<file path="src/rtl/lbl_blk_pkg.sv">
`default_nettype none
// +-------------------------------------------------------------------------+
// | lbl_blk_pkg : shared types and helpers for labelled_block_counter_bank  |
// | Rev 1.0                                                                 |
// +-------------------------------------------------------------------------+
package lbl_blk_pkg;

  typedef enum logic [1:0] {
    IDLE = 2'd0,
    SCAN = 2'd1,
    DONE = 2'd2
  } scan_state_t;

  // A single channel still needs a one-bit index port.
  function automatic int idx_w(input int ch);
    return (ch <= 1) ? 1 : $clog2(ch);
  endfunction

endpackage
`default_nettype wire

</file>
<file path="src/rtl/lbl_blk_scanner.sv">
`default_nettype none
// +-------------------------------------------------------------------------+
// | lbl_blk_scanner : walks every channel slice, streams it, sums the bank  |
// | Rev 1.0                                                                 |
// +-------------------------------------------------------------------------+
module lbl_blk_scanner
  import lbl_blk_pkg::*;
#(
  parameter int CH    = 4,
  parameter int W     = 8,
  parameter int IDX_W = idx_w(CH)
) (
  input  logic                 clk,
  input  logic                 rst_n,
  input  logic                 scan_start,
  input  logic [CH*W-1:0]      bus,
  output logic                 scan_busy,
  output logic                 scan_valid,
  output logic [IDX_W-1:0]     scan_ch,
  output logic [W-1:0]         scan_val,
  output logic                 scan_done,
  output logic [W+IDX_W-1:0]   scan_sum
);

  localparam logic [IDX_W-1:0] LAST_IDX = IDX_W'(CH - 1);

  scan_state_t            state;
  logic [IDX_W-1:0]       idx;
  logic [W+IDX_W-1:0]     acc;
  logic [W-1:0]           cur_val;

  // Slice is taken from the bus before this edge's counter update.
  assign cur_val = bus[W*int'(idx) +: W];

  always_ff @(posedge clk) begin
    if (!rst_n) begin
      state      <= IDLE;
      idx        <= '0;
      acc        <= '0;
      scan_busy  <= 1'b0;
      scan_valid <= 1'b0;
      scan_ch    <= '0;
      scan_val   <= '0;
      scan_done  <= 1'b0;
      scan_sum   <= '0;
    end else begin
      scan_valid <= 1'b0;
      scan_done  <= 1'b0;
      case (state)
        IDLE: begin
          if (scan_start) begin
            state     <= SCAN;
            idx       <= '0;
            acc       <= '0;
            scan_busy <= 1'b1;
          end
        end
        SCAN: begin
          scan_ch    <= idx;
          scan_val   <= cur_val;
          scan_valid <= 1'b1;
          acc        <= acc + (W+IDX_W)'(cur_val);
          if (idx == LAST_IDX) begin
            state     <= DONE;
            scan_busy <= 1'b0;
          end else begin
            idx <= idx + IDX_W'(1);
          end
        end
        DONE: begin
          scan_sum  <= acc;
          scan_done <= 1'b1;
          state     <= IDLE;
        end
        default: begin
          state     <= IDLE;
          scan_busy <= 1'b0;
        end
      endcase
    end
  end

endmodule
`default_nettype wire

</file>
<file path="src/rtl/labelled_block_counter_bank.sv">
`default_nettype none
// +-------------------------------------------------------------------------+
// | labelled_block_counter_bank : CH loadable counters in labelled scopes   |
// | plus a scanner; macro LBL_BLOCK_SATURATE_EN selects saturating counts.  |
// | Rev 1.0                                                                 |
// +-------------------------------------------------------------------------+
module labelled_block_counter_bank
  import lbl_blk_pkg::*;
#(
  parameter  int CH    = 4,
  parameter  int W     = 8,
  localparam int IDX_W = idx_w(CH)
) (
  input  logic                 clk,
  input  logic                 rst_n,
  input  logic [CH-1:0]        en,
  input  logic                 load,
  input  logic [IDX_W-1:0]     load_ch,
  input  logic [W-1:0]         load_val,
  input  logic                 scan_start,
  output logic                 scan_busy,
  output logic                 scan_valid,
  output logic [IDX_W-1:0]     scan_ch,
  output logic [W-1:0]         scan_val,
  output logic                 scan_done,
  output logic [W+IDX_W-1:0]   scan_sum,
  output logic [W-1:0]         ch0_val
);

  logic [CH*W-1:0] bus;

  for (genvar i = 0; i < CH; i++) begin : gen_ch
    logic [W-1:0] cnt;

    // load_ch values at or beyond CH never match any i, so they are ignored.
    always @(posedge clk) begin : upd
      reg [W-1:0] nxt;
`ifdef LBL_BLOCK_SATURATE_EN
      reg         sat;
`endif
      if (!rst_n) begin
        nxt = '0;
      end else if (load && (int'(load_ch) == i)) begin
        nxt = load_val;
      end else if (en[i]) begin
`ifdef LBL_BLOCK_SATURATE_EN
        nxt = (cnt == {W{1'b1}}) ? cnt : cnt + W'(1);
`else
        nxt = cnt + W'(1);
`endif
      end else begin
        nxt = cnt;
      end
`ifdef LBL_BLOCK_SATURATE_EN
      sat <= rst_n && en[i] && (cnt == {W{1'b1}});
`endif
      cnt <= nxt;
    end : upd

    assign bus[i*W +: W] = cnt;
  end : gen_ch

  assign ch0_val = gen_ch[0].cnt;

  lbl_blk_scanner #(
    .CH    (CH),
    .W     (W),
    .IDX_W (IDX_W)
  ) u_scanner (
    .clk        (clk),
    .rst_n      (rst_n),
    .scan_start (scan_start),
    .bus        (bus),
    .scan_busy  (scan_busy),
    .scan_valid (scan_valid),
    .scan_ch    (scan_ch),
    .scan_val   (scan_val),
    .scan_done  (scan_done),
    .scan_sum   (scan_sum)
  );

endmodule
`default_nettype wire

</file>
<file path="config.mk">
export PLATFORM = sky130hd
export DESIGN_NAME = labelled_block_counter_bank
export DESIGN_NICKNAME = d
export VERILOG_FILES = /design/src/rtl/lbl_blk_pkg.sv /design/src/rtl/lbl_blk_scanner.sv /design/src/rtl/labelled_block_counter_bank.sv
export SDC_FILE = /design/constraint.sdc
export NUM_CORES = 1
export LEC_CHECK = 0
export BUFFER_PORTS_ARGS = -buffer_cell sky130_fd_sc_hd__buf_2
export CORE_MARGIN = 1.5
export CORE_UTILIZATION = 57
export CTS_CLUSTER_DIAMETER = 60
export CTS_CLUSTER_SIZE = 14
export DETAILED_ROUTE_END_ITERATION = 10
export PLACE_DENSITY = 0.77
export SLEW_MARGIN = 5
export SYNTH_ARGS = -nofsm -noshare
export SYNTH_HDL_FRONTEND = slang
export SYNTH_SLANG_ARGS = --single-unit
</file>
<file path="constraint.sdc">
create_clock -name clk -period 3.1 [get_ports clk]
set_input_delay 0.62 -clock clk [delete_from_list [all_inputs] [get_ports clk]]
set_output_delay 0.62 -clock clk [all_outputs]
set_load 0.1 [all_outputs]
</file>
==> impl_metrics.py <==
metrics = {
    "sta": {
        "final.min_clock_period_ps": 2640,
        "setup_tns_ps": 0,
        "max_freq_mhz": 379,
        "max_slew_margin_pct": 52.9,
        "worst_pin_slew_ps": 707,
        "finalHoldViolations": 0,
        "finalCritPeriodShare_pct": 85.2,
        "drv_slew": 0,
        "rsz0062_at_grt": "no",
        "fin_ws_ps": 458,
        "fin_skew_ps": 8.87,
        "setup_viol_count_final": 0,
    },
    "synthesis": {
        "ys_seq_area_share_pct": 39.3,
        "synthArstFlopShare_pct": 0,
        "synth-seq-cells": 69,
        "synthDistinctLibCells": 48,
        "synth_edf_count": 0,
        "ys_warn_count": 0,
        "netlist_area_um2": 3510,
        "syn_inst": 400,
        "ys.flop_type": "dfxtp_1",
        "syn_area_per_cell_um2": 8.78,
        "synth_nets": 432,
    },
    "worst_setup_path": {
        "crit_top_cell": "a21o_1",
        "worstPathCellList": "mux4_2 > ha_1 > a21o_1 > a21o_1 > a31oi_1 > nor3_1 > nand3b_1",
        "critical-path-max-stage-delay_ps": 590,
        "cp_num_buf_inv": 0,
        "crit_path_max_fanout": 8,
        "reg2reg_slack_ps": 460,
        "crit_type": "reg -> reg",
        "crit_slowest_cell": "mux4_2",
        "end_kind": "flip-flop",
        "ff2ff_path_depth": 7,
        "crit_family": "compound AO/OA/AOI/OAI gates",
        "worstPathArrival_ps": 2870,
        "r2r-start": "u_scanner.idx[0]",
        "cp-start-kind": "flip-flop",
        "cp.required_ps": 3330,
        "r2r_end": "u_scanner.acc[8]",
    },
    "layout": {
        "diodes": 0,
        "final_area_um2": 3960,
        "nFillCells": 494,
        "fin_nets": 471,
        "fin_cells": 519,
        "syn_to_final_growth_pct": 12.8,
        "utilization_pct": 66.9,
        "drive_gt1_share_pct": 18.7,
    },
    "global_routing": {
        "grt_pass1_vias": 2797,
        "grt_max_degree": 38,
        "grt_pass1_wl_um": 13200,
        "antenna_found_initial": 0,
        "grt-ovfl-total": 0,
        "grt_usage_pct": 26.4,
    },
    "floorplan": {
        "die_h_um": 81.5,
        "rows": 28,
        "start_util_pct": 59.3,
        "die_width_um": 81.5,
        "dieArea_um2": 6640,
        "coreArea_um2": 5920,
        "io_pins": 49,
    },
    "power": {
        "ir_drop_mv": 0.461,
        "powerDensity_nw_per_um2": 524,
        "p_leak_uw": 0.00156,
    },
    "placed_design": {
        "post-place-ws_ps": 492,
        "place_area_um2": 3750,
        "dp_cells": 503,
        "dp_hpwl_um": 5880,
        "gp_congestion": 0.864,
        "io_buffers": 48,
    },
    "route": {
        "vias_per_cell": 5.85,
        "drcViolationCount": 0,
        "firstDrtPassIters": 4,
        "drt_iter0_drc": 244,
        "antenna_left": 0,
        "wl_per_cell_um": 15.6,
        "drt-total-wl_um": 8080,
        "vias": 3037,
    },
    "run": {
        "maxCapViolations": 0,
    },
    "cts": {
        "root_buffer": "clkbuf_8",
        "insertion_delay_ps": 350,
        "clock-sinks": 69,
        "cts.clk_slew.worst_paths_ps": 70,
        "cts_tree": "built",
        "cts_inserted_buffers": 9,
        "cts.hold.buffers_added": 0,
        "postCtsSetupBuffers": 0,
        "htree_num_levels": 3,
        "clock_path_buffers": 2,
        "postCtsResizedCells": 0,
    },
    "min_path": {
        "worstHoldEndpoint": "u_scanner.scan_sum[8]",
        "hp-class": "reg -> reg",
        "whs_path_depth": 2,
        "hold_path_startpoint": "u_scanner.scan_sum[8]",
    },
    "run_status": {
        "status": "completed",
    },
}
==> placed cells by master (no fill, tap or decap), types with 3 or more instances in the layout <==
cell and count:
nand3_1 19, xnor2_1 12, a211oi_1 31, nand3b_1 3, a21o_1 3, nand4_1 7
ha_1 13, nor3_1 4, o21ai_0 7, nor2_1 52, clkbuf_8 12, mux2i_1 5
or3_1 3, nand2_1 46, a21oi_1 31, dfxtp_1 69, a22oi_1 4, mux4_2 8
buf_2 48, nor2b_1 3, xor2_1 16, inv_1 6, nand2b_1 6, buf_4 6
==> metal layers <==
| metal | routed length [um] | global-route usage, % | vias up |
|---|---|---|---|
| li1 | - | - | 1505 |
| met1 | 3890 | 36.0 | 1440 |
| met2 | 3710 | 41.2 | 78 |
| met3 | 325 | 5.11 | 14 |
| met4 | 155 | 10.7 | 0 |
| met5 | 0 | 0 | - |
==> worst max-delay path by stage <==
stage	start	to	slack, ps	cells after the start
2_1_floorplan	ch0_val[0]	u_scanner.acc[6]	150	9
4_1_cts	u_scanner.idx[0]	u_scanner.acc[8]	470	7
3_5_place_dp	u_scanner.idx[0]	u_scanner.acc[8]	490	7
6_report	u_scanner.idx[0]	u_scanner.acc[8]	460	7
3_3_place_gp	u_scanner.idx[0]	u_scanner.acc[8]	590	7
5_1_grt	u_scanner.idx[0]	u_scanner.acc[6]	270	9
==> state kept, by name (all words and copies together) (netlist names), 2 cells and up <==
signal and flops:
u_scanner.acc 10, ch0_val 8, u_scanner.state 2, u_scanner.scan_val 8, u_scanner.idx 2, gen_ch.cnt 24, u_scanner.scan_sum 10, u_scanner.scan_ch 2
==> worst min-delay path: stages, from the launching register on <==
cell     delay (ps)
dfxtp_1         310
nand2_1          50
a21oi_1          50
==> cell usage after synthesis (2+ instances only) <==
| library cell | n | area [um2] |
|---|---|---|
| o21ai_0 | 7 | 35.0 |
| clkbuf_1 | 10 | 37.5 |
| o2111ai_1 | 2 | 17.5 |
| xor2_1 | 16 | 140 |
| nor3_1 | 4 | 20.0 |
| nand2_1 | 46 | 173 |
| inv_1 | 7 | 26.3 |
| mux4_2 | 8 | 180 |
| a211oi_1 | 31 | 233 |
| a21o_1 | 3 | 22.5 |
| mux2i_1 | 5 | 50.1 |
| ha_1 | 13 | 163 |
| xnor2_1 | 12 | 105 |
| a22oi_1 | 4 | 30.0 |
| nand3b_1 | 3 | 22.5 |
| nand2b_1 | 6 | 37.5 |
| buf_6 | 2 | 22.5 |
| nand3_1 | 19 | 95.1 |
| or3_1 | 3 | 18.8 |
| a21oi_1 | 31 | 155 |
| nand4_2 | 2 | 25.0 |
| dfxtp_1 | 69 | 1380 |
| o21bai_1 | 2 | 15.0 |
| nor2_1 | 52 | 195 |
| buf_2 | 12 | 60.1 |
| nor2b_1 | 3 | 18.8 |
| nand4_1 | 7 | 43.8 |
==> stage by stage <==
step | hold WS (ps) | total power [uW]
floorplan | 437 | 1250
global placement | 441 | 1310
detailed placement | 445 | 1320
CTS | 456 | 2090
global route | 474 | 2160
finish | 452 | 2080
==> cell families after synthesis <==
group / Yosys count / synth area share [%]
and+or+nand+nor: 151 / 19.6
AOI/OAI and AO/OA: 91 / 17.2
DFF: 69 / 39.3
buffers and inverters: 33 / 4.77
xor gates and xnor gates: 28 / 6.98
muxes: 14 / 6.88
adders and majority gates: 14 / 5.20
==> power by group <==
group | internal, uW | switching [uW] | leakage [uW]
logic | 105 | 220 | 0.000889
registers | 928 | 52.9 | 0.000563
clock network | 437 | 334 | 0.000106
==> final cells by class <==
cell class              instances  area [um2]  share of cell area, %
multi-input cells             298        1960                   49.6
flip-flops and latches         69        1380                   34.9
repair buffers                 54         285                   7.20
clock buffers                  13         169                   4.26
well taps                      75        93.8                   2.37
clock inverters                 3        42.5                   1.07
inverters                       7        26.3                  0.663
(Power assumes the default switching activity.)
